**src/rtl/clksw_sequencer.sv**
```systemverilog
// clksw_sequencer
// Sequences the PHI2 clock switch from the lsclk_in domain. It raises hsclk_sel
// when the address decode asks for the fast clock, and it confirms every change
// through the switch status feedback. The divider select changes only while the
// LS clock drives the CPU. The block enforces a minimum HS dwell, flags
// handshakes that never complete, and counts completed LS->HS switches.
// Every output comes from a register, so no input reaches an output
// combinationally.
module clksw_sequencer #(
  parameter int SYNC_STAGES = 2,
  parameter int MIN_DWELL   = 4,
  parameter int TIMEOUT     = 64,
  parameter int DIV_SETTLE  = 4,
  parameter int CNT_W       = 8
) (
  input  logic             lsclk_in,
  input  logic             rst_b,
  input  logic             hs_req,
  input  logic             force_ls,
  input  logic [1:0]       div_cfg,
  input  logic             err_clr,
  input  logic             hsclk_selected,
  input  logic             lsclk_selected,
  output logic             hsclk_sel,
  output logic [1:0]       cpuclk_div_sel,
  output logic             in_hs,
  output logic             busy,
  output logic             sw_err,
  output logic [CNT_W-1:0] switch_cnt
);

  localparam int TIMER_W  = $clog2(TIMEOUT + 1);
  localparam int DWELL_W  = $clog2(MIN_DWELL + 1);
  localparam int SETTLE_W = $clog2(DIV_SETTLE + 1);

  localparam logic [TIMER_W-1:0]  TIMER_LAST  = TIMER_W'(TIMEOUT - 1);
  localparam logic [DWELL_W-1:0]  DWELL_MAX   = DWELL_W'(MIN_DWELL);
  localparam logic [SETTLE_W-1:0] SETTLE_LAST = SETTLE_W'(DIV_SETTLE - 1);

  typedef enum logic [2:0] {
    LS_RUN  = 3'd0,
    DIV_UPD = 3'd1,
    TO_HS   = 3'd2,
    HS_RUN  = 3'd3,
    TO_LS   = 3'd4
  } state_t;

  state_t                 state_reg;
  state_t                 state_next;
  logic                   hsclk_sel_reg;
  logic                   hsclk_sel_next;
  logic [1:0]             div_sel_reg;
  logic [1:0]             div_sel_next;
  logic                   sw_err_reg;
  logic                   err_set;
  logic [CNT_W-1:0]       switch_cnt_reg;
  logic                   cnt_inc;
  logic [TIMER_W-1:0]     timer_reg;
  logic [DWELL_W-1:0]     dwell_reg;
  logic [SETTLE_W-1:0]    settle_reg;
  logic [SYNC_STAGES-1:0] sync_reg;
  logic [SYNC_STAGES-1:0] sync_next;
  logic                   hs_sync;
  logic                   hs_ok;
  logic                   ls_ok;
  logic                   state_change;

  genvar gi;

  // The status from the cpuclk domain passes through a plain flop chain.
  // Stage 0 samples the raw input, and every later stage takes the one before it.
  generate
    for (gi = 0; gi < SYNC_STAGES; gi++) begin : g_sync
      if (gi == 0) begin : g_first
        assign sync_next[gi] = hsclk_selected;
      end else begin : g_rest
        assign sync_next[gi] = sync_reg[gi-1];
      end
    end
  endgenerate

  // Synchroniser shift register for hsclk_selected.
  always_ff @(posedge lsclk_in or negedge rst_b) begin
    if (!rst_b) begin
      sync_reg <= '0;
    end else begin
      sync_reg <= sync_next;
    end
  end

  assign hs_sync      = sync_reg[SYNC_STAGES-1];
  assign hs_ok        = hs_sync & ~lsclk_selected;
  assign ls_ok        = ~hs_sync & lsclk_selected;
  assign state_change = (state_next != state_reg);

  // State register plus the registered switch request and divider select.
  always_ff @(posedge lsclk_in or negedge rst_b) begin
    if (!rst_b) begin
      state_reg     <= LS_RUN;
      hsclk_sel_reg <= 1'b0;
      div_sel_reg   <= 2'b00;
    end else begin
      state_reg     <= state_next;
      hsclk_sel_reg <= hsclk_sel_next;
      div_sel_reg   <= div_sel_next;
    end
  end

  // Next-state logic. hsclk_sel tracks the state: it is 1 in TO_HS and HS_RUN.
  always_comb begin
    state_next     = state_reg;
    hsclk_sel_next = hsclk_sel_reg;
    div_sel_next   = div_sel_reg;
    err_set        = 1'b0;
    cnt_inc        = 1'b0;
    case (state_reg)
      LS_RUN: begin
        // A pending divider change goes first, so a switch never starts on a stale divider.
        if (div_cfg != div_sel_reg) begin
          div_sel_next = div_cfg;
          state_next   = DIV_UPD;
        end else if (hs_req && !force_ls && lsclk_selected) begin
          hsclk_sel_next = 1'b1;
          state_next     = TO_HS;
        end
      end
      DIV_UPD: begin
        if (settle_reg == SETTLE_LAST) begin
          state_next = LS_RUN;
        end
      end
      TO_HS: begin
        if (force_ls || !hs_req) begin
          hsclk_sel_next = 1'b0;
          state_next     = TO_LS;
        end else if (hs_ok) begin
          state_next = HS_RUN;
          cnt_inc    = 1'b1;
        end else if (timer_reg == TIMER_LAST) begin
          err_set        = 1'b1;
          hsclk_sel_next = 1'b0;
          state_next     = TO_LS;
        end
      end
      HS_RUN: begin
        if (force_ls || (!hs_req && (dwell_reg >= DWELL_MAX))) begin
          hsclk_sel_next = 1'b0;
          state_next     = TO_LS;
        end
      end
      TO_LS: begin
        // With no ls_ok, stay here and keep flagging once the timer saturates.
        if (ls_ok) begin
          state_next = LS_RUN;
        end else if (timer_reg == TIMER_LAST) begin
          err_set = 1'b1;
        end
      end
      default: begin
        hsclk_sel_next = 1'b0;
        state_next     = LS_RUN;
      end
    endcase
  end

  // Per-state counters. All of them clear on any state entry and saturate at their limit.
  always_ff @(posedge lsclk_in or negedge rst_b) begin
    if (!rst_b) begin
      timer_reg  <= '0;
      dwell_reg  <= '0;
      settle_reg <= '0;
    end else if (state_change) begin
      timer_reg  <= '0;
      dwell_reg  <= '0;
      settle_reg <= '0;
    end else begin
      if (((state_reg == TO_HS) || (state_reg == TO_LS)) && (timer_reg != TIMER_LAST)) begin
        timer_reg <= timer_reg + TIMER_W'(1);
      end
      if ((state_reg == HS_RUN) && (dwell_reg != DWELL_MAX)) begin
        dwell_reg <= dwell_reg + DWELL_W'(1);
      end
      if ((state_reg == DIV_UPD) && (settle_reg != SETTLE_LAST)) begin
        settle_reg <= settle_reg + SETTLE_W'(1);
      end
    end
  end

  // Sticky timeout flag. A timeout in the same cycle as err_clr keeps the flag set.
  always_ff @(posedge lsclk_in or negedge rst_b) begin
    if (!rst_b) begin
      sw_err_reg <= 1'b0;
    end else if (err_set) begin
      sw_err_reg <= 1'b1;
    end else if (err_clr) begin
      sw_err_reg <= 1'b0;
    end
  end

  // Completed LS->HS switch counter, wrapping modulo 2^CNT_W.
  always_ff @(posedge lsclk_in or negedge rst_b) begin
    if (!rst_b) begin
      switch_cnt_reg <= '0;
    end else if (cnt_inc) begin
      switch_cnt_reg <= switch_cnt_reg + CNT_W'(1);
    end
  end

  assign hsclk_sel      = hsclk_sel_reg;
  assign cpuclk_div_sel = div_sel_reg;
  assign in_hs          = (state_reg == HS_RUN);
  assign busy           = (state_reg == TO_HS) || (state_reg == TO_LS) || (state_reg == DIV_UPD);
  assign sw_err         = sw_err_reg;
  assign switch_cnt     = switch_cnt_reg;

endmodule

```
**config.mk**
```make
export PLATFORM = sky130hd
export DESIGN_NAME = clksw_sequencer
export DESIGN_NICKNAME = d
export VERILOG_FILES = /design/src/rtl/clksw_sequencer.sv
export SDC_FILE = /design/constraint.sdc
export NUM_CORES = 1
export LEC_CHECK = 0
export ABC_AREA = 1
export CORE_MARGIN = 2
export CORE_UTILIZATION = 40
export CTS_CLUSTER_DIAMETER = 120
export DETAILED_ROUTE_END_ITERATION = 8
export GPL_ROUTABILITY_DRIVEN = 1
export SKIP_CTS_REPAIR_TIMING = 1
export SYNTH_ARGS = -nofsm -noshare
export SYNTH_HDL_FRONTEND = slang
export SYNTH_SLANG_ARGS = --single-unit
```
**constraint.sdc**
```tcl
create_clock -name lsclk_in -period 4.8 [get_ports lsclk_in]
set_input_delay 0.48 -clock lsclk_in [delete_from_list [all_inputs] [get_ports lsclk_in]]
set_output_delay 0.48 -clock lsclk_in [all_outputs]
set_load 0.03 [all_outputs]
```
==> flow_summary.ini <==
[final_layout]
finalInstanceArea_um2 = 2040
largest_register_ffs = 8
fin_cells = 276
area_delta_synth_final_pct = 23.5
diodes = 0
layout.nets = 240
layout-drive-gt1-share_pct = 15.9

[placed_design]
port_buffers = 22
dp_slack_ns = 2.48
place_area_um2 = 1930
dp_hpwl_um = 2250
dp_cells = 268
gp_congestion = 0.879

[cts]
cts_root_buffer = clkbuf_8
cts_buffers = 5
worstSkewPairLatency_ns = 0.28
htree_levels = 2
clk_pin_slew_ns = 0.07
cts_sinks = 30
clockBufferDepth = 2
cts_tree = built

[worst_setup_path]
cp_slowest_stage_delay_ns = 0.68
cp.arrival_ns = 1.85
critPathSlowestCell = clkdlybuf4s50_1
r2r-start = timer_reg[0]$_DFFE_PN0P_
cp_num_buf_inv = 1
crit_path_start_kind = register
startpoint = state_reg[0]$_DFF_PN0_
endpoint_kind = primary output
path_cells = nor2_1 > nand2_1 > nand3_1 > clkdlybuf4s50_1
crit_type = reg2out
cp_max_fo = 5
cp_top_family = buffers and inverters
worstPathRequired_ns = 4.32

[detailed_routing]
dr.pass1.iters = 4
wire_per_inst_um = 10.9
route.antenna.remaining_nets = 0
totalWireLength_um = 3010
drtIter0Drc = 26
drcViolationCount = 0
routed_via_density = 4.51
vias = 1246

[yosys]
synthCells = 196
async_flop_share_pct = 100
synth-seq-area-share_pct = 45.5
ys_types = 24
synth_fp_nets = 211
ys_ff_latch = 30
yosys_warnings = 0
synth_area_per_cell_um2 = 8.42
synth_edf_count = 0
syn_area_um2 = 1650
yosysTopAreaCell = dfrtp_1
yosys-top-cells-area = dfrtp_1 (45%), nand2_1 (10%), inv_1 (6.6%), nor2_2 (5.3%), xor2_1 (4.8%)
synth-main-ff-cell = dfrtp_1
netlist.area_leader.share_pct = 45.5

[global_route]
grt_pass1_wl_um = 5450
track_usage_pct = 15.9
grt-ovfl-total = 0
antenna_found_initial = 0
first_global_vias = 1212
grt_max_degree = 31

[sta]
worstMarginPinSlew_ns = 0.402
fin_setup_tns_ns = 0
period_share_pct = 48.5
finalSetupViolCount = 0
fin_skew_ns = 0.00528
slew_headroom_pct = 73.2
fin_ws_ns = 2.47
fmax_mhz = 429
hold_viol = 0
fin_crit_ns = 2.33
rsz0062_at_grt = no
final_max_slew_viol_count = 0

[floorplan]
die_w_um = 68.2
io_pins = 23
num_rows = 23
core_um2 = 3970
die_y_um = 68.2
start_util_pct = 41.6
dieArea_um2 = 4660

[pwr]
leakagePower_nw = 1.00
clock_power_share_pct = 30.1
power.density_nw_per_um2 = 402
internal_power_w = 0.000526
swShare_pct = 35.8
combPwrFrac_pct = 32.4
seqPwrFrac_pct = 37.5
power.net_switching_w = 0.000293
ir_drop_uv = 193
p_total_w = 0.000819

[run]
cap_violations = 0

[worst_hold_path]
worstHoldStart = sync_reg[0]$_DFF_PN0_
hp-class = reg2reg

[run_status]
outcome = finished clean
-- synthesized netlist by cell type (2+ instances only) --
library cell,n
nand2_1,46
dfrtp_1,30
inv_1,29
nand3_1,15
nor2_1,14
nor2_2,14
xor2_1,9
o21ai_0,7
ha_1,6
xnor2_1,5
nand2_2,3
mux2_2,2
nand2_4,2
nand3_2,2
nand3b_1,2
nand4_1,2
-- logic make-up after synthesis --
| kind of cell | after synthesis | synth area share (%) |
|---|---|---|
| compound gates | 10 | 3.11 |
| xor+xnor | 14 | 7.43 |
| simple gates | 103 | 30.6 |
| flops | 30 | 45.5 |
| buf+inv | 31 | 7.51 |
| fa+ha+maj | 6 | 4.55 |
| mux | 2 | 1.36 |
-- worst paths after layout --
kind                       depth (start not counted)                       endpoint  slack, ns
setup / recovery                                   4                           busy       2.47
hold reg to reg                                    0          sync_reg[1]$_DFF_PN0_       0.35
min in group asynchronous                          2  cpuclk_div_sel[0]$_DFFE_PN0P_       0.59
setup reg to reg                                  10       dwell_reg[0]$_DFFE_PN0P_       2.87
hold / removal                                     0          sync_reg[1]$_DFF_PN0_       0.35
max in group asynchronous                          2      settle_reg[2]$_DFFE_PN0P_       3.93
-- layout by cell type, fill, tap and decap left out, drive strengths merged, types with 5 or more instances in the layout --
cell and count:
ha 6, clkbuf 5, o21ai 8, nand3 17, nor2 29, xnor2 5, nand2 51, xor2 9
dfrtp 30, inv 30, clkdlybuf4s50 22
-- area by class of cell --
class | instances | area, um2
multi-input combinational | 135 | 776
inverter | 30 | 113
fill | 398 | 1930
tap | 50 | 62.6
sequential | 30 | 751
clock buffer | 5 | 68.8
timing repair buffer | 23 | 228
clock inverter | 3 | 40.0
-- worst reg2reg max path: stages (launching register included) --
cell	delay (ns)
dfrtp_1	0.41
ha_1	0.22
nand2_1	0.08
nor2_1	0.06
nand2_1	0.14
nand2_1	0.09
nor2_1	0.12
nor2_2	0.06
o21ai_1	0.10
nand3_2	0.36
nor2_2	0.19
-- metrics by stage --
step	util (%)	hold WS, ns
floorplan	-	0.184
global placement	48.6	0.335
finish	51.3	0.351
global route	51.3	0.358
CTS	51.3	0.356
detailed placement	48.6	0.339
-- per-layer routing --
layer / vias to the layer above / global-route usage (%) / wire (um)
met3: 5 / 4.28 / 143
met4: 0 / 6.50 / 40
met5: - / 0 / 0
met1: 560 / 20.8 / 1490
met2: 20 / 24.8 / 1340
li1: 661 / - / -
-- power groups by stage --
| stage | Sequential (W) | Clock [W] | Combinational [W] |
|---|---|---|---|
| 5_1_grt | 0.000312 | 0.000269 | 0.000305 |
| 4_1_cts | 0.000307 | 0.000256 | 0.000272 |
| 3_3_place_gp | 0.000311 | 0 | 0.000268 |
| 6_report | 0.000307 | 0.000247 | 0.000265 |
| 3_5_place_dp | 0.000310 | 0 | 0.000273 |
| 2_1_floorplan | 0.000327 | 0 | 0.000188 |
No activity file was read; power rests on OpenSTA's default activity.
